`src/rtl/fp_align_arbiter.sv`:
```
// Round-robin sharing of one combinational FP operand aligner between two requesters.
// The operand register feeds the aligner and a result register captures its output.
module fp_align_arbiter #(
    parameter  int EXP_W  = 8,
    parameter  int FRAC_W = 18,
    parameter  int CNT_W  = 16,
    localparam int W      = 1 + EXP_W + FRAC_W
) (
    input  logic             clk,
    input  logic             rst,
    input  logic             r0_valid,
    output logic             r0_ready,
    input  logic [W-1:0]     r0_in_1,
    input  logic [W-1:0]     r0_in_2,
    input  logic             r1_valid,
    output logic             r1_ready,
    input  logic [W-1:0]     r1_in_1,
    input  logic [W-1:0]     r1_in_2,
    output logic [W-1:0]     aln_in_1,
    output logic [W-1:0]     aln_in_2,
    input  logic [W-1:0]     aln_out_1,
    input  logic [W-1:0]     aln_out_2,
    output logic             res_valid,
    input  logic             res_ready,
    output logic [W-1:0]     res_out_1,
    output logic [W-1:0]     res_out_2,
    output logic             res_id,
    input  logic             clr_cnt,
    output logic [CNT_W-1:0] cnt_0,
    output logic [CNT_W-1:0] cnt_1
);

    typedef enum logic [1:0] {
        EMPTY   = 2'b00,
        S2_ONLY = 2'b01,
        S1_ONLY = 2'b10,
        FULL    = 2'b11
    } occ_t;

    occ_t occ;
    logic s1_valid;
    logic s1_id;
    logic ptr;
    logic grant_id;
    logic s2_load;
    logic s1_en;
    logic do_grant;

    always_comb begin
        occ = occ_t'({s1_valid, res_valid});
    end

    assign s2_load = (occ == S1_ONLY) || ((occ == FULL) && res_ready);
    assign s1_en   = (occ == EMPTY) || (occ == S2_ONLY) || s2_load;

    // A lone requester always wins; on contention ptr names the winner.
    always_comb begin
        grant_id = 1'b0;
        if (r0_valid && r1_valid) begin
            grant_id = ptr;
        end else if (r1_valid) begin
            grant_id = 1'b1;
        end
    end

    // During reset s1_en is 1 because s1_valid is cleared, so ready must be masked.
    assign do_grant = s1_en && (r0_valid || r1_valid) && !rst;
    assign r0_ready = do_grant && !grant_id;
    assign r1_ready = do_grant && grant_id;

    always_ff @(posedge clk or posedge rst) begin
        if (rst) begin
            ptr       <= 1'b0;
            s1_valid  <= 1'b0;
            s1_id     <= 1'b0;
            aln_in_1  <= '0;
            aln_in_2  <= '0;
            res_valid <= 1'b0;
            res_id    <= 1'b0;
            res_out_1 <= '0;
            res_out_2 <= '0;
        end else begin
            if (do_grant) begin
                ptr      <= !grant_id;
                s1_id    <= grant_id;
                aln_in_1 <= grant_id ? r1_in_1 : r0_in_1;
                aln_in_2 <= grant_id ? r1_in_2 : r0_in_2;
            end
            if (s1_en) begin
                s1_valid <= do_grant;
            end
            // A simultaneous drain and load keeps res_valid set with the new pair.
            if (s2_load) begin
                res_valid <= 1'b1;
                res_id    <= s1_id;
                res_out_1 <= aln_out_1;
                res_out_2 <= aln_out_2;
            end else if (res_ready) begin
                res_valid <= 1'b0;
            end
        end
    end

    // Saturating grant counters; a clear beats a same-cycle increment.
    always_ff @(posedge clk or posedge rst) begin
        if (rst) begin
            cnt_0 <= '0;
            cnt_1 <= '0;
        end else if (clr_cnt) begin
            cnt_0 <= '0;
            cnt_1 <= '0;
        end else begin
            if (r0_ready && (cnt_0 != '1)) begin
                cnt_0 <= cnt_0 + 1'b1;
            end
            if (r1_ready && (cnt_1 != '1)) begin
                cnt_1 <= cnt_1 + 1'b1;
            end
        end
    end

endmodule

```
`config.mk`:
```
export PLATFORM = sky130hd
export DESIGN_NAME = fp_align_arbiter
export DESIGN_NICKNAME = d
export VERILOG_FILES = /design/src/rtl/fp_align_arbiter.sv
export SDC_FILE = /design/constraint.sdc
export NUM_CORES = 1
export LEC_CHECK = 0
export ABC_AREA = 1
export CORE_ASPECT_RATIO = 1.75
export CORE_UTILIZATION = 45
export DETAILED_ROUTE_END_ITERATION = 10
export GPL_TIMING_DRIVEN = 0
export PLACE_DENSITY = 0.91
export SETUP_SLACK_MARGIN = 0.02
export SLEW_MARGIN = 20
export SYNTH_ARGS = -nofsm -noshare
export SYNTH_HDL_FRONTEND = slang
export SYNTH_SLANG_ARGS = --single-unit
```
`constraint.sdc`:
```
create_clock -name clk -period 15.9 [get_ports clk]
set_input_delay 3.18 -clock clk [delete_from_list [all_inputs] [get_ports clk]]
set_output_delay 3.18 -clock clk [all_outputs]
set_load 0.05 [all_outputs]
```
==> key figures, run 1 <==
Cells and area
  • Filler cells: 1,037
  • Post-route insts no fill: 1,359
  • Area of the multi-input gates: 2740 µm²
  • Final Cell Area: 10,600 µm²
  • Final nets: between 1,000 and 1,500
  • FF+latch area: 3630 µm²
  • Layout cells sized above 1: 0.0543
  • Area grow syn2layout: 59.5%

Detailed routing
  • Via total after detailed routing: 6,937
  • 1st-iter DRT viols: between 300 and 400
  • Drt first pass iters: 5
  • Detail Route Antenna Nets: 0
  • Remaining DRCs: 0
  • Avg Vias per Cell: between 5 and 6
  • Wirelength, routed: 22,600 µm
  • DR WL/cell: 16.7 µm

Worst setup path
  • Startpoint Class: input pin
  • CP max stage delay: 0.92 ns
  • Worst path cell trace: clkdlybuf4s50_1 -> inv_8 -> buf_16 -> nand2_1 -> nor2_1 -> buf_2 -> buf_1 -> clkdlybuf4s50_1
  • CP endpoint kind: output pin
  • Bufs and invs on worst path: 6
  • Worst Path Required: 12.72 ns
  • CP top delay family: buffers and inverters
  • Crit path DAT: 6.41 ns
  • Critical path type: input pin to output pin
  • Slowest CP cell: clkdlybuf4s50_1
  • Cell mode on critical path: clkdlybuf4s50_1
  • Max FO, Critical Path: 86

Global route
  • Vias in the first global route: between 6,000 and 7,000
  • Total gr overflow: 0
  • Initial antenna violation count: 1
  • Largest net degree at the start of global routing: between 80 and 90
  • First-pass GRT wire length: roughly 35,000 µm
  • Tot GR Track Use: 0.301

Synthesis
  • Post-synthesis sequential element count: 145
  • Gate Count Post-Synth: 834
  • Syn Std Cell Area: 6630 µm²
  • Yosys warns: 0
  • Sequential share of the synthesized area: 0.547
  • Yosys cell types: 25
  • Most area-hungry cell type in the Yosys netlist: dfrtp_1
  • Mean post-synth cell area: 7.95 µm²
  • Top-area cell type share of the netlist area: 0.547
  • Ranking of synthesized cells by area: dfrtp_1, nand2_1, nand3_1
  • Net count after synthesis: around 1,000

Floorplan
  • Num ports: roughly 310
  • Die Wd: 93.8 µm
  • Die area: 15,200 µm²
  • Starting Density: 0.461
  • Core area: 14,400 µm²
  • Row Count: 58
  • Die span in y: 163 µm

Place
  • Placed Area: about 10,000 µm²
  • I/O Buffers: 311
  • HPWL after DPL: 17,400 µm
  • Gp weighted congestion: 0.949
  • Cells after DPL: approximately 1,300
  • Pre-CTS WS: around 6.2 ns

Power
  • Leakage power: a little under 5 nW
  • Pwr/cell area: 135 nW/µm²
  • Max VDD drop: 81.7 µV
  • Pwr Total: 1.43 mW

Clocking
  • CTS Buffer Depth: 2
  • TritonCTS clock tree: yes
  • Clock-pin slew on the worst setup and hold paths: around 0.060 ns
  • Clock root buffer: clkbuf_16
  • Post-CTS Setup Bufs: 0
  • Clk Latency, worst-skew pair: around 0.41 ns
  • PostCTS Resize Cnt: 0
  • TritonCTS Sinks: 145
  • Cts hold-fix bufs: 0
  • Cts bufs inserted: 17
  • H-tree lvl count: 4

Timing
  • Slew @ Worst Pin: around 0.62 ns
  • Tcrit/Tclk final: 0.603
  • Clk_skew: 0.00796 ns
  • Fin. max-slew vios: 0
  • RSZ-0062 raised after global routing: no
  • Slew margin rel.: 0.584
  • Final hold vios: 0
  • Final min period: 9.59 ns
  • Final setup viols: 0
  • Final WS setup: 6.31 ns
  • Max Fclk: 104 MHz
  • Setup TNS: 0 ns

Min path
  • HP Class: register to register

Job
  • Max-cap violations: 0

Run status
  • Status: completed
[tightest hold or removal path, cell delays in order (launching register included)]
cell     delay [ns]
dfrtp_1        0.34
nand2_1        0.05
nand2_1        0.05
[worst paths after layout]
| check | start | slack, ns | depth (start not counted) | endpoint |
|---|---|---|---|---|
| max reg2reg | res_valid | 13.79 | 7 | aln_in_2[6] |
| max | rst | 6.31 | 8 | r1_ready |
| max in group asynchronous | rst | 11.95 | 3 | res_out_1[13] |
| min in group asynchronous | rst | 3.20 | 2 | aln_in_1[15] |
| min | res_out_2[7] | 0.48 | 2 | res_out_2[7] |
| min reg2reg | res_out_2[7] | 0.48 | 2 | res_out_2[7] |
[layout make-up]
| cell class | instances | share of cell area |
|---|---|---|
| multi-input cells | 629 | 0.259 |
| plain buffers | 35 | 0.0157 |
| repair buffers | 312 | 0.297 |
| flip-flops and latches | 145 | 0.343 |
| diodes | 1 | 0.000237 |
| clock inverters | 13 | 0.0131 |
| clock buffers | 19 | 0.0409 |
| well taps | 180 | 0.0213 |
| inverters | 25 | 0.00958 |
[where the power goes]
part / internal (mW) / leakage [nW] / switching [mW]
sequential: 0.437 / 1.83 / 0.0407
combinational: 0.187 / 2.83 / 0.373
clock: 0.231 / 0.277 / 0.156
[cells by family (layout without fill, tap and decap cells)]
group | Yosys count | after routing | share of synthesized area
xor gates and xnor gates | 10 | 10 | 0.0132
DFF | 145 | 145 | 0.547
other | 0 | 1 | 0
adders and majority gates | 2 | 2 | 0.00377
AOI/OAI and AO/OA | 9 | 9 | 0.00962
and+or+nand+nor | 608 | 608 | 0.387
buffers and inverters | 60 | 404 | 0.0392
[registers in the layout, summed over array words and instances (netlist names)]
signal	flops
res_id	1
res_out_2	27
cnt_0	16
aln_in_2	27
res_valid	1
s1_id	1
cnt_1	16
aln_in_1	27
ptr	1
res_out_1	27
s1_valid	1
[metal layers]
| layer | share of wire | wire length [µm] | GRT usage | vias to the layer above |
|---|---|---|---|---|
| li1 | - | - | - | 3295 |
| met1 | 0.33 | 7560 | 0.298 | 3249 |
| met2 | 0.53 | 12000 | 0.547 | 312 |
| met3 | 0.083 | 1870 | 0.0850 | 81 |
| met4 | 0.051 | 1160 | 0.176 | 0 |
| met5 | 0 | 0 | 0 | - |
[synth_stat cells]
| master | instances |
|---|---|
| ha_1 | 2 |
| o21ai_2 | 1 |
| o21bai_1 | 6 |
| or2_2 | 4 |
| nor2_8 | 2 |
| nand4_1 | 29 |
| buf_6 | 1 |
| nand3_1 | 75 |
| clkbuf_1 | 15 |
| o21ai_0 | 2 |
| nand2_2 | 2 |
| buf_2 | 7 |
| dfrtp_1 | 145 |
| buf_8 | 1 |
| nand2_1 | 453 |
| nor2_4 | 6 |
| nand3b_1 | 4 |
| nand3_2 | 1 |
| xor2_1 | 10 |
| nor2_2 | 1 |
| inv_2 | 4 |
| buf_1 | 9 |
| inv_1 | 21 |
| nor2_1 | 31 |
| buf_4 | 2 |
[placed cells by master (no fill, tap or decap), types with 9 or more instances in the layout]
cell type and n:
nand2_1 453, clkdlybuf4s50_1 311, xor2_1 10, nand4_1 29
clkbuf_1 17, buf_1 9, clkbuf_16 17, nand3_1 75
dfrtp_1 145, nor2_1 31, inv_1 20
[stage by stage]
| step | hold slack, ns | util |
|---|---|---|
| floorplan | 0.442 | - |
| global placement | 0.459 | 0.694 |
| detailed placement | 0.464 | 0.696 |
| CTS | 0.480 | 0.736 |
| global route | 0.491 | 0.736 |
| finish | 0.475 | 0.736 |
Note: power is estimated with default switching activity, not from simulation.
==> run 2: changes to the inputs <==
Settings changed: CORE_UTILIZATION 45 to 37, PLACE_DENSITY 0.91 to 0.8.
Clock period 15.9 ns to 7.8 ns, I/O delays scaled along.
==> key figures, run 2 (same netlist as run 1, synthesis figures left out) <==
Cells and area
  • Filler cells: 1,500 (was 1,037)
  • Layout cells sized above 1: 0.0560 (was 0.0543)
  • Commonest cells after routing, fill and taps aside: nand2_1, clkdlybuf4s50_1, dfrtp_1, nand3_1, nor2_1 (unchanged)
  • Most common cell after layout, fill and taps aside: nand2_1 (unchanged)
  • Finished Core Util: 0.610 (was 0.736)
  • Area grow syn2layout: 61.3% (was 59.5%)
  • Final nets: 1,335 (unchanged)

Detailed routing
  • 1st-iter DRT viols: 211 (was 320)
  • Detail Route Antenna Nets: 0 (unchanged)
  • Via total after detailed routing: 6,786 (was 6,937)
  • Remaining DRCs: 0 (unchanged)
  • Avg Vias per Cell: 4.81 (was 5.10)
  • Drt first pass iters: 6 (was 5)
  • Wirelength, routed: 21,400 µm (was 22,600 µm)
  • DR WL/cell: 15.2 µm (was 16.7 µm)

Worst setup path
  • Worst R2R Start: res_valid (unchanged)
  • CP endpoint: r1_ready (unchanged)
  • Startpoint Class: input pin (unchanged)
  • Worst Path Required: 6.24 ns (was 12.72 ns)
  • CP endpoint kind: output pin (unchanged)
  • Max FO, Critical Path: 87 (was 86)
  • Crit path DAT: 4.90 ns (was 6.41 ns)
  • Worst R2R Setup Slack: 5.77 ns (was 13.79 ns)
  • R2R depth: 7 (unchanged)
  • CP startpoint: rst (unchanged)
  • Critical path type: input pin to output pin (unchanged)
  • R2R Path End: aln_in_2[0] (was aln_in_2[6])

Clocking
  • Cts hold-fix bufs: 0 (unchanged)
  • PostCTS Resize Cnt: 0 (unchanged)
  • Post-CTS Setup Bufs: 0 (unchanged)
  • Cts bufs inserted: 17 (unchanged)
  • TritonCTS clock tree: yes (unchanged)
  • CTS Buffer Depth: 2 (unchanged)
  • H-tree lvl count: 4 (unchanged)
  • TritonCTS Sinks: 145 (unchanged)
  • Clock-pin slew on the worst setup and hold paths: 0.06 ns (about the same)
  • Clk Latency, worst-skew pair: 0.42 ns (was 0.41 ns)
  • Clock root buffer: clkbuf_16 (unchanged)

Power
  • Pwr/cell area: 277 nW/µm² (was 135 nW/µm²)
  • Internal power: 1.79 mW (was 0.855 mW)
  • Clock share of power: 0.293 (was 0.272)
  • Share of total power in combinational logic: 0.381 (was 0.393)
  • Max VDD drop: 159 µV (was 81.7 µV)
  • Sw Share: 0.398 (was 0.400)
  • Flop pwr share: 0.326 (was 0.335)
  • Pwr Total: 2.97 mW (was 1.43 mW)
  • P_sw: 1.18 mW (was 0.570 mW)
  • Leakage power: 4.95 nW (was 4.94 nW)

Timing
  • Final min period: 6.46 ns
  • Tcrit/Tclk final: 0.828
  • Final setup viols: 0 (unchanged)
  • Slew margin rel.: 0.545 (was 0.584)
  • Fin. max-slew vios: 0 (unchanged)
  • Clk_skew: 0.00799 ns (was 0.00796 ns)
  • Final hold vios: 0 (unchanged)
  • RSZ-0062 raised after global routing: no (unchanged)
  • Max Fclk: 155 MHz
  • Slew @ Worst Pin: 0.682 ns (was 0.622 ns)

Job
  • Max-cap violations: 0 (unchanged)

Floorplan
  • Die area: 18,500 µm² (was 15,200 µm²)
  • Row Count: 64 (was 58)
  • Num ports: 312 (unchanged)
  • Die Wd: 103 µm (was 93.8 µm)
  • Starting Density: 0.378 (was 0.461)
  • Core area: 17,500 µm² (was 14,400 µm²)
  • Die span in y: 179 µm (was 163 µm)

Run status
  • Status: completed (unchanged)

Place
  • HPWL after DPL: 16,300 µm (was 17,400 µm)
  • I/O Buffers: 311 (unchanged)
  • Gp weighted congestion: 0.899 (was 0.949)

Global route
  • Total gr overflow: 0 (unchanged)
  • Vias in the first global route: 6,372 (was 6,872)
  • Largest net degree at the start of global routing: 88 (was 87)
  • First-pass GRT wire length: 32,000 µm (was 34,800 µm)
  • Tot GR Track Use: 0.231 (was 0.301)
  • Initial antenna violation count: 0 (was 1)

Min path
  • HP Class: register to register (unchanged)
## run 2: cell types whose count changed in the layout (fill, tap and decap cells not counted)
cell	before	now
bufinv_16	2	3
clkbuf_1	17	15
clkinv_2	4	0
clkinv_4	4	1
clkinvlp_4	2	3
inv_6	1	6
inv_8	1	3
## run 2: how the worst min path moves through the flow
| stage | from | endpoint | slack [ns] | cells past startpoint |
|---|---|---|---|---|
| global placement | res_out_1[21] | res_out_1[21] | 0.46 | 2 |
| finish | res_out_2[5] | res_out_2[5] | 0.48 | 2 |
| CTS | res_out_1[25] | res_out_1[25] | 0.48 | 2 |
| detailed placement | res_out_1[25] | res_out_1[25] | 0.46 | 2 |
| floorplan | s1_id | res_id | 0.44 | 2 |
| global route | res_out_2[12] | res_out_2[12] | 0.50 | 2 |
## run 2: routing by layer
layer / track usage / vias to the layer above / routed length [µm]
met5: 0 / - / 0
met4: 0.131 / 0 / 973
met3: 0.0632 / 66 / 1580
met2: 0.416 / 276 / 11300
met1: 0.235 / 3145 / 7630
li1: - / 3299 / -
## run 2: power by group through the flow
stage                     Sequential [mW]  Clock [mW]  Combinational (mW)
after floorplan                      1.46           0               0.195
after global placement              0.973           0                1.12
after detailed placement            0.978           0                1.13
after CTS                           0.967       0.886                1.14
after global routing                0.986       0.914                1.20
final                               0.967       0.869                1.13
## run 2: final cells by class
type	instances	area, µm²	area share
clock inverters	15	196	0.0184
diodes	1	2.50	0.000234
inverters	25	101	0.00948
repair buffers	312	3140	0.294
well taps	231	289	0.0270
flip-flops and latches	145	3630	0.339
clock buffers	17	425	0.0398
multi-input cells	629	2740	0.256
plain buffers	35	166	0.0156
## run 2: per-stage QoR
step                setup TNS [ns]  cell area [µm²]  hold WS, ns  setup WS (ns)  std cells
floorplan                        0             6630        0.442          0.290        834
global placement            -45.08            10000        0.460          -2.77       1376
detailed placement               0            10100        0.464           1.18       1377
CTS                              0            10700        0.482           1.18       1409
global route                     0            10700        0.497          0.993       1409
finish                           0            10700        0.479           1.34       1410
## run 2: worst max-delay path, cell delays in order
cell,delay [ns]
clkdlybuf4s50_1,0.49
inv_8,0.45
buf_16,0.34
nand2_1,0.12
nor2_1,0.14
buf_2,0.27
buf_1,0.56
clkdlybuf4s50_1,0.93
==> run 3: changes to the inputs <==
Clock period 7.8 ns to 5.9 ns, I/O delays scaled along.
==> key figures, run 3 (same netlist as run 1, synthesis figures left out) <==
Detailed routing
  • Wirelength, routed: 21,100 µm (was 21,400 µm)
  • Via total after detailed routing: 6,705 (was 6,786)
  • DR WL/cell: 15.0 µm (was 15.2 µm)
  • Remaining DRCs: 0 (unchanged)
  • 1st-iter DRT viols: 246 (was 211)
  • Detail Route Antenna Nets: 0 (unchanged)
  • Avg Vias per Cell: 4.75 (was 4.81)
  • Drt first pass iters: 5 (was 6)

Timing
  • Max Fclk: between 150 and 200 MHz
  • Slew @ Worst Pin: 0.740 ns (was 0.682 ns)
  • Slew margin rel.: 0.507 (was 0.545)
  • Tcrit/Tclk final: 0.921
  • Final setup viols: 0 (unchanged)
  • RSZ-0062 raised after global routing: no (unchanged)
  • Final min period: 5.44 ns
  • Fin. max-slew vios: 0 (unchanged)
  • Final WS setup: 0.465 ns (was 1.34 ns)
  • Final hold vios: 0 (unchanged)
  • Clk_skew: 0.0112 ns (was 0.00799 ns)
  • Setup TNS: 0 ns (unchanged)

Worst setup path
  • Crit path DAT: 4.26 ns (was 4.90 ns)
  • Worst R2R Setup Slack: 3.92 ns (was 5.77 ns)
  • Critical path type: input pin to output pin (unchanged)
  • CP endpoint kind: output pin (unchanged)
  • Worst path cell trace: clkdlybuf4s50_1 -> clkinvlp_4 -> buf_12 -> nand2_1 -> nor2_1 -> buf_2 -> buf_1 -> clkdlybuf4s50_1 (was clkdlybuf4s50_1 -> inv_8 -> buf_16 -> nand2_1 -> nor2_1 -> buf_2 -> buf_1 -> clkdlybuf4s50_1)
  • Cell mode on critical path: clkdlybuf4s50_1 (unchanged)
  • Bufs and invs on worst path: 6 (unchanged)
  • Slowest CP cell: clkdlybuf4s50_1 (unchanged)
  • Startpoint Class: input pin (unchanged)
  • Max FO, Critical Path: 30 (was 87)
  • CP max stage delay: 0.94 ns (was 0.93 ns)
  • Worst Path Required: 4.72 ns (was 6.24 ns)
  • CP top delay family: buffers and inverters (unchanged)

Clocking
  • PostCTS Resize Cnt: 0 (unchanged)
  • CTS Buffer Depth: 2 (unchanged)
  • Clock root buffer: clkbuf_16 (unchanged)
  • Post-CTS Setup Bufs: 0 (unchanged)
  • Cts bufs inserted: 17 (unchanged)
  • Cts hold-fix bufs: 0 (unchanged)
  • Clock-pin slew on the worst setup and hold paths: 0.06 ns (about the same)
  • H-tree lvl count: 4 (unchanged)
  • TritonCTS clock tree: yes (unchanged)
  • TritonCTS Sinks: 145 (unchanged)
  • Clk Latency, worst-skew pair: 0.43 ns (was 0.42 ns)

Cells and area
  • Final Cell Area: 10,700 µm² (about the same)
  • Final nets: 1,339 (was 1,335)
  • Finished Core Util: 0.612 (was 0.610)
  • Layout cells sized above 1: 0.0575 (was 0.0560)
  • Area grow syn2layout: 61.8% (was 61.3%)
  • Commonest cells after routing, fill and taps aside: nand2_1, clkdlybuf4s50_1, dfrtp_1, nand3_1, nor2_1 (unchanged)
  • Antenna cell count: 0 (was 1)
  • Most common cell after layout, fill and taps aside: nand2_1 (unchanged)

Global route
  • Tot GR Track Use: 0.224 (was 0.231)
  • Vias in the first global route: 6,278 (was 6,372)
  • First-pass GRT wire length: 30,900 µm (was 32,000 µm)
  • Largest net degree at the start of global routing: 33 (was 88)
  • Total gr overflow: 0 (unchanged)
  • Initial antenna violation count: 0 (unchanged)

Floorplan
  • Num ports: 312 (unchanged)
  • Starting Density: 0.378 (unchanged)
  • Die Wd: 103 µm (unchanged)
  • Core area: 17,500 µm² (unchanged)
  • Die span in y: 179 µm (unchanged)
  • Die area: 18,500 µm² (unchanged)
  • Row Count: 64 (unchanged)

Place
  • Placed Area: 10,100 µm² (about the same)
  • Gp weighted congestion: 0.874 (was 0.899)
  • Pre-CTS WS: 0.406 ns (was 1.18 ns)
  • I/O Buffers: 311 (unchanged)
  • HPWL after DPL: 16,100 µm (was 16,300 µm)

Job
  • Max-cap violations: 0 (unchanged)

Min path
  • HP Class: register to register (unchanged)

Power
  • Pwr Total: 3.84 mW (was 2.97 mW)
  • Max VDD drop: 176 µV (was 159 µV)
  • Pwr/cell area: 358 nW/µm² (was 277 nW/µm²)
  • Leakage power: 4.96 nW (was 4.95 nW)

Run status
  • Status: completed (unchanged)
==> run 3: area by class of cell <==
class,instances,area [µm²]
Buffer,35,166
Clock buffer,20,447
Sequential cell,145,3630
Clock inverter,12,135
Multi-Input combinational cell,629,2740
Tap cell,231,289
Timing Repair Buffer,316,3220
Inverter,25,97.6
Fill cell,1521,6810
==> run 3: metal layers <==
layer | vias up | part of all wire | track usage
met4 | 0 | 0.048 | 0.140
met1 | 3062 | 0.37 | 0.231
li1 | 3297 | - | -
met5 | - | 0 | 0
met2 | 281 | 0.51 | 0.395
met3 | 65 | 0.073 | 0.0581
==> run 3: where the power goes <==
part | leakage [nW] | switching (mW) | internal, mW
logic | 2.86 | 0.987 | 0.508
clock network | 0.273 | 0.429 | 0.635
registers | 1.83 | 0.103 | 1.18
total | 4.96 | 1.52 | 2.32
==> run 3: path summary, 6_finish.rpt <==
check | startpoint | to | depth (start not counted)
worst max register to register | res_valid | aln_in_2[3] | 7
max in group asynchronous | rst | res_out_1[16] | 4
worst max-delay path | rst | r1_ready | 8
min in group asynchronous | rst | cnt_0[9] | 2
worst min register to register | res_id | res_id | 2
worst min-delay path | res_id | res_id | 2
==> run 3: per-stage QoR <==
stage | std cells | hold slack, ns
3_5_place_dp | 1381 | 0.464
3_3_place_gp | 1376 | 0.460
6_report | 1413 | 0.475
2_1_floorplan | 834 | 0.442
5_1_grt | 1413 | 0.490
4_1_cts | 1413 | 0.481
==> run 3: worst register-to-register path: cells and delay by family, from the launching register on <==
| kind | cells | cell delay, ns |
|---|---|---|
| simple gates | 5 | 0.67 |
| flops | 1 | 0.39 |
| buf+inv | 2 | 0.86 |
==> RTL change 1, RTL diff (flow settings as in run 2) <==
Change the parameter `FRAC_W` from 18 to 16.
--- a/src/rtl/fp_align_arbiter.sv
+++ b/src/rtl/fp_align_arbiter.sv
@@ -2,7 +2,7 @@
 // The operand register feeds the aligner and a result register captures its output.
 module fp_align_arbiter #(
     parameter  int EXP_W  = 8,
-    parameter  int FRAC_W = 18,
+    parameter  int FRAC_W = 16,
     parameter  int CNT_W  = 16,
     localparam int W      = 1 + EXP_W + FRAC_W
 ) (
Interface: changed (10 resized); port bits go from 312 to 292. The function was not compared with the original's and may differ.
==> RTL change 1 against run 2 <==
Combinational power down 7%. Routed wire length is 4.7% lower. Clock power decreased by 12%. Clock skew up 2.3 ps. Sequential cell count shrank 8. Design area fell by 6.3%. Final cell count decreased by 7.9%. Setup slack worse by 130 ps. Total power fell by 7.8%. Synthesized area decreased by 5.9%. Core utilization is 0.079 points lower.
==> RTL change 1: results <==
export IMPL_place_area_um2=9470
export IMPL_ys_dominant_reg_cell="dfrtp_1"
export IMPL_antennaDiodeCount=0
export IMPL_clkLatencyLatePin_ps=430
export IMPL_total_power_mw=2.73
export IMPL_first_pass_iters=5
export IMPL_grt_max_degree=77
export IMPL_vias_per_cell=4.89
export IMPL_clkSlewWorstSetupHoldPaths_ps=60
export IMPL_min_to="res_out_1[22]$_DFFE_PP0P_"
export IMPL_gr_usage_met2=0.446
export IMPL_slowest_stage="clkdlybuf4s50_1"
export IMPL_gp_congestion=0.902
export IMPL_drt_total_wl_um=20400
export IMPL_grt_util_all_layers=0.245
export IMPL_grt_pass1_vias=6503
export IMPL_grt_use_met1=0.254
export IMPL_highest_layer="met4"
export IMPL_endpoint="r0_ready"
export IMPL_regToRegSetupSlack_ps=5740
export IMPL_max_stage_delay_ps=860
export IMPL_synthTopCellsByArea="dfrtp_1 55%, nand2_1 23%, a22oi_1 6.0%"
export IMPL_dp_hpwl_um=15500
export IMPL_fin_nets=1222
export IMPL_ys_seq_area_frac=0.550
export IMPL_grt_overflow=0
export IMPL_p_sw_frac=0.394
export IMPL_timing_hold_ws_ps=475
export IMPL_combPwrFrac=0.384
export IMPL_grt_pass1_wl_um=32900
export IMPL_async_flop_share=1.00
export IMPL_irDropWorstVdd_uv=203
export IMPL_crit_arrival_ps=5030
export IMPL_tightest_slew_ps=596
export IMPL_setup_ws_ps=1210
export IMPL_seq_power_share=0.337
export IMPL_met1Wirelength_um=7190
export IMPL_syn_num_nets=911
export IMPL_cp_max_fo=76
export IMPL_min_from="res_out_1[22]$_DFFE_PP0P_"
export IMPL_drive_above_1_share=0.0521
export IMPL_pre_cts_ws_ps=1120
export IMPL_reg2reg_depth=6
export IMPL_wl_met3_um=1020
export IMPL_wl_met2_um=11200
export IMPL_wire_per_inst_um=15.7
export IMPL_io_buffers=291
export IMPL_p_leak_nw=4.59
export IMPL_status="completed"
export IMPL_finClkSkew_ps=10.3
export IMPL_use_met3=0.0540
export IMPL_ys_top_cells_by_count="375 x nand2_1, 137 x dfrtp_1, 50 x a22oi_1"
export IMPL_syn_avg_cell_area_um2=8.28
export IMPL_dp_cells=1269
export IMPL_worstReg2RegEnd="aln_in_2[24]$_DFFE_PP0N_"
export IMPL_drt_iter0_markers=339
[RTL change 1: cell count changes after synthesis, sizes merged, moves of 2 or more]
| cell | before | now |
|---|---|---|
| a22oi | 0 | 50 |
| buf | 20 | 10 |
| clkbuf | 15 | 22 |
| dfrtp | 145 | 137 |
| inv | 25 | 29 |
| nand2 | 455 | 378 |
| nand3 | 76 | 21 |
| nand3b | 4 | 2 |
| nor2 | 40 | 43 |
| o21ai | 3 | 8 |
| or2 | 4 | 2 |
[RTL change 1: area by class of cell]
cell class | count | area (um^2)
buffer | 32 | 148
clock buffer | 22 | 474
clock inverter | 8 | 72.6
fill | 1425 | 6430
inverter | 30 | 120
multi-input combinational | 554 | 2550
sequential | 137 | 3430
tap | 224 | 280
timing repair buffer | 292 | 2940
[RTL change 1: kinds of logic after synthesis]
group,share of synthesized area
and+or+nand+nor,0.315
DFF,0.550
AOI/OAI and AO/OA,0.0758
buffers and inverters,0.0417
xor gates and xnor gates,0.0140
adders and majority gates,0.00401
==> RTL change 2, RTL diff (config.mk and constraints of run 2) <==
Without the edit above. Register the output `cnt_1` once more, with the module's reset; this adds one clock of latency there. The other outputs are not delayed to match.
--- a/src/rtl/fp_align_arbiter.sv
+++ b/src/rtl/fp_align_arbiter.sv
@@ -36,6 +36,8 @@
         S1_ONLY = 2'b10,
         FULL    = 2'b11
     } occ_t;
+
+    logic [CNT_W-1:0] cnt_1_s0;
 
     occ_t occ;
     logic s1_valid;
@@ -105,17 +107,25 @@
     always_ff @(posedge clk or posedge rst) begin
         if (rst) begin
             cnt_0 <= '0;
-            cnt_1 <= '0;
+            cnt_1_s0 <= '0;
         end else if (clr_cnt) begin
             cnt_0 <= '0;
-            cnt_1 <= '0;
+            cnt_1_s0 <= '0;
         end else begin
             if (r0_ready && (cnt_0 != '1)) begin
                 cnt_0 <= cnt_0 + 1'b1;
             end
-            if (r1_ready && (cnt_1 != '1)) begin
-                cnt_1 <= cnt_1 + 1'b1;
+            if (r1_ready && (cnt_1_s0 != '1)) begin
+                cnt_1_s0 <= cnt_1_s0 + 1'b1;
             end
+        end
+    end
+
+    always_ff @(posedge clk or posedge rst) begin
+        if (rst) begin
+            cnt_1 <= '0;
+        end else begin
+            cnt_1 <= cnt_1_s0;
         end
     end
 
Check against the original RTL: not equivalent (a bounded check fails within 4 cycles, from zero or initial values and one cycle with rst high).
==> RTL change 2 against run 2 <==
Synthesized area rose by 5.3%. Routed wire length rose by 4.3%. Critical endpoint unchanged. Hold slack got worse by 27 ps. Sequential cell count rose by 16. Design area rose by 3.2%. Total power rose by 2.7%. Register-to-register slack improved by 40 ps. Setup slack improved by 650 ps. Global-route usage barely moved.
==> RTL change 2: results <==
export IMPL_worstReg2RegEnd="cnt_0[10]$_DFFE_PP0P_"
export IMPL_clk_path_buf_depth=2
export IMPL_clkLatencyLatePin_ps=420
export IMPL_drt_total_wl_um=22400
export IMPL_max_stage_delay_ps=850
export IMPL_crit_arrival_ps=4250
export IMPL_crit_family="buffers and inverters"
export IMPL_first_pass_iters=5
export IMPL_muxShareOfSynthArea=0
export IMPL_cts_setup_buffers=0
export IMPL_antennaDiodeCount=0
export IMPL_endpoint="r1_ready"
export IMPL_async_flop_share=1.00
export IMPL_synth_xor_area_frac=0.0100
export IMPL_switchingPower_mw=1.18
export IMPL_cts_root_buf="clkbuf_16"
export IMPL_grt_max_degree=104
export IMPL_drive_above_1_share=0.0560
export IMPL_tightest_slew_ps=689
export IMPL_vias_per_cell=4.81
export IMPL_syn_avg_cell_area_um2=8.18
export IMPL_syn_num_nets=1023
export IMPL_irDropWorstVdd_uv=172
export IMPL_dp_hpwl_um=16900
export IMPL_synthDistinctLibCells=24
export IMPL_cts_resized=0
export IMPL_slowest_stage="clkdlybuf4s50_1"
export IMPL_grt_pass1_wl_um=34700
export IMPL_synth_adder_area_share=0.00358
export IMPL_p_leak_nw=5.19
export IMPL_min_to="cnt_1[10]$_DFF_PP0_"
export IMPL_min_from="cnt_1_s0[10]$_DFFE_PP0P_"
export IMPL_synthTopCellsByArea="dfrtp_1 58%, nand2_1 25%, nand3_1 5.4%"
export IMPL_stdcell_count=1435
export IMPL_finClkSkew_ps=12.1
export IMPL_grt_util_all_layers=0.231
export IMPL_ys_seq_area_frac=0.577
export IMPL_grt_pass1_vias=6767
export IMPL_regToRegSetupSlack_ps=5810
export IMPL_cp_max_fo=61
export IMPL_drt_iter0_markers=336
export IMPL_critical_path_startpoint="rst"
export IMPL_synth_compound_area_frac=0.0100
export IMPL_ys_top_cells_by_count="458 x nand2_1, 161 x dfrtp_1, 76 x nand3_1"
export IMPL_gp_congestion=0.896
export IMPL_worstReg2RegStart="cnt_0[0]$_DFFE_PP0P_"
export IMPL_place_area_um2=10400
export IMPL_whs_path_depth=0
export IMPL_status="completed"
export IMPL_reg2reg_depth=9
export IMPL_end_kind="primary output"
## RTL change 2: cell types whose count changed after synthesis, moves of 2 or more
cell | run 2 | this run
inv_1 | 21 | 23
dfrtp_1 | 145 | 161
buf_1 | 9 | 2
nor2_4 | 6 | 2
o21ai_1 | 0 | 2
nand3b_1 | 4 | 1
buf_2 | 7 | 16
nor2_1 | 31 | 34
nand2_1 | 453 | 458
xor2_1 | 10 | 8
## RTL change 2: cell type report
type                            instances  area (um^2)
Timing Repair Buffer                  312         3140
Clock inverter                         14          179
Inverter                               27          109
Sequential cell                       161         4030
Fill cell                            1601         7460
Tap cell                              238          298
Clock buffer                           18          429
Buffer                                 35          170
Multi-Input combinational cell        630         2680
## RTL change 2: logic make-up after synthesis
group	after synthesis
AND/OR/NAND/NOR	609
AO/OA/AOI/OAI	11
adder cells (fa/ha/maj)	2
flip-flops	161
XOR/XNOR	8
buffers and inverters	62
## RTL change 2: metrics by stage
stage / worst slack (ps) / power, mW / hold slack [ps]
global placement: -2890 / 2.18 / 434
detailed placement: 1900 / 2.20 / 429
CTS: 1900 / 3.08 / 450
global route: 1790 / 3.18 / 470
floorplan: 150 / 1.74 / 400
finish: 1990 / 3.04 / 451
## RTL change 2: layer usage
metal  global-route usage  part of all wire  vias to the layer above
li1                     -                 -                     3347
met1                0.249              0.38                     3212
met2                0.415              0.52                      293
met3               0.0670             0.072                       47
met4                0.101             0.030                        0
met5                    0                 0                        -
## RTL change 2: power groups by stage
stage	clock network [mW]	logic (mW)	registers [mW]
2_1_floorplan	0	0.195	1.55
3_3_place_gp	0	1.12	1.06
3_5_place_dp	0	1.14	1.06
4_1_cts	0.891	1.14	1.05
5_1_grt	0.921	1.19	1.07
6_report	0.865	1.13	1.05
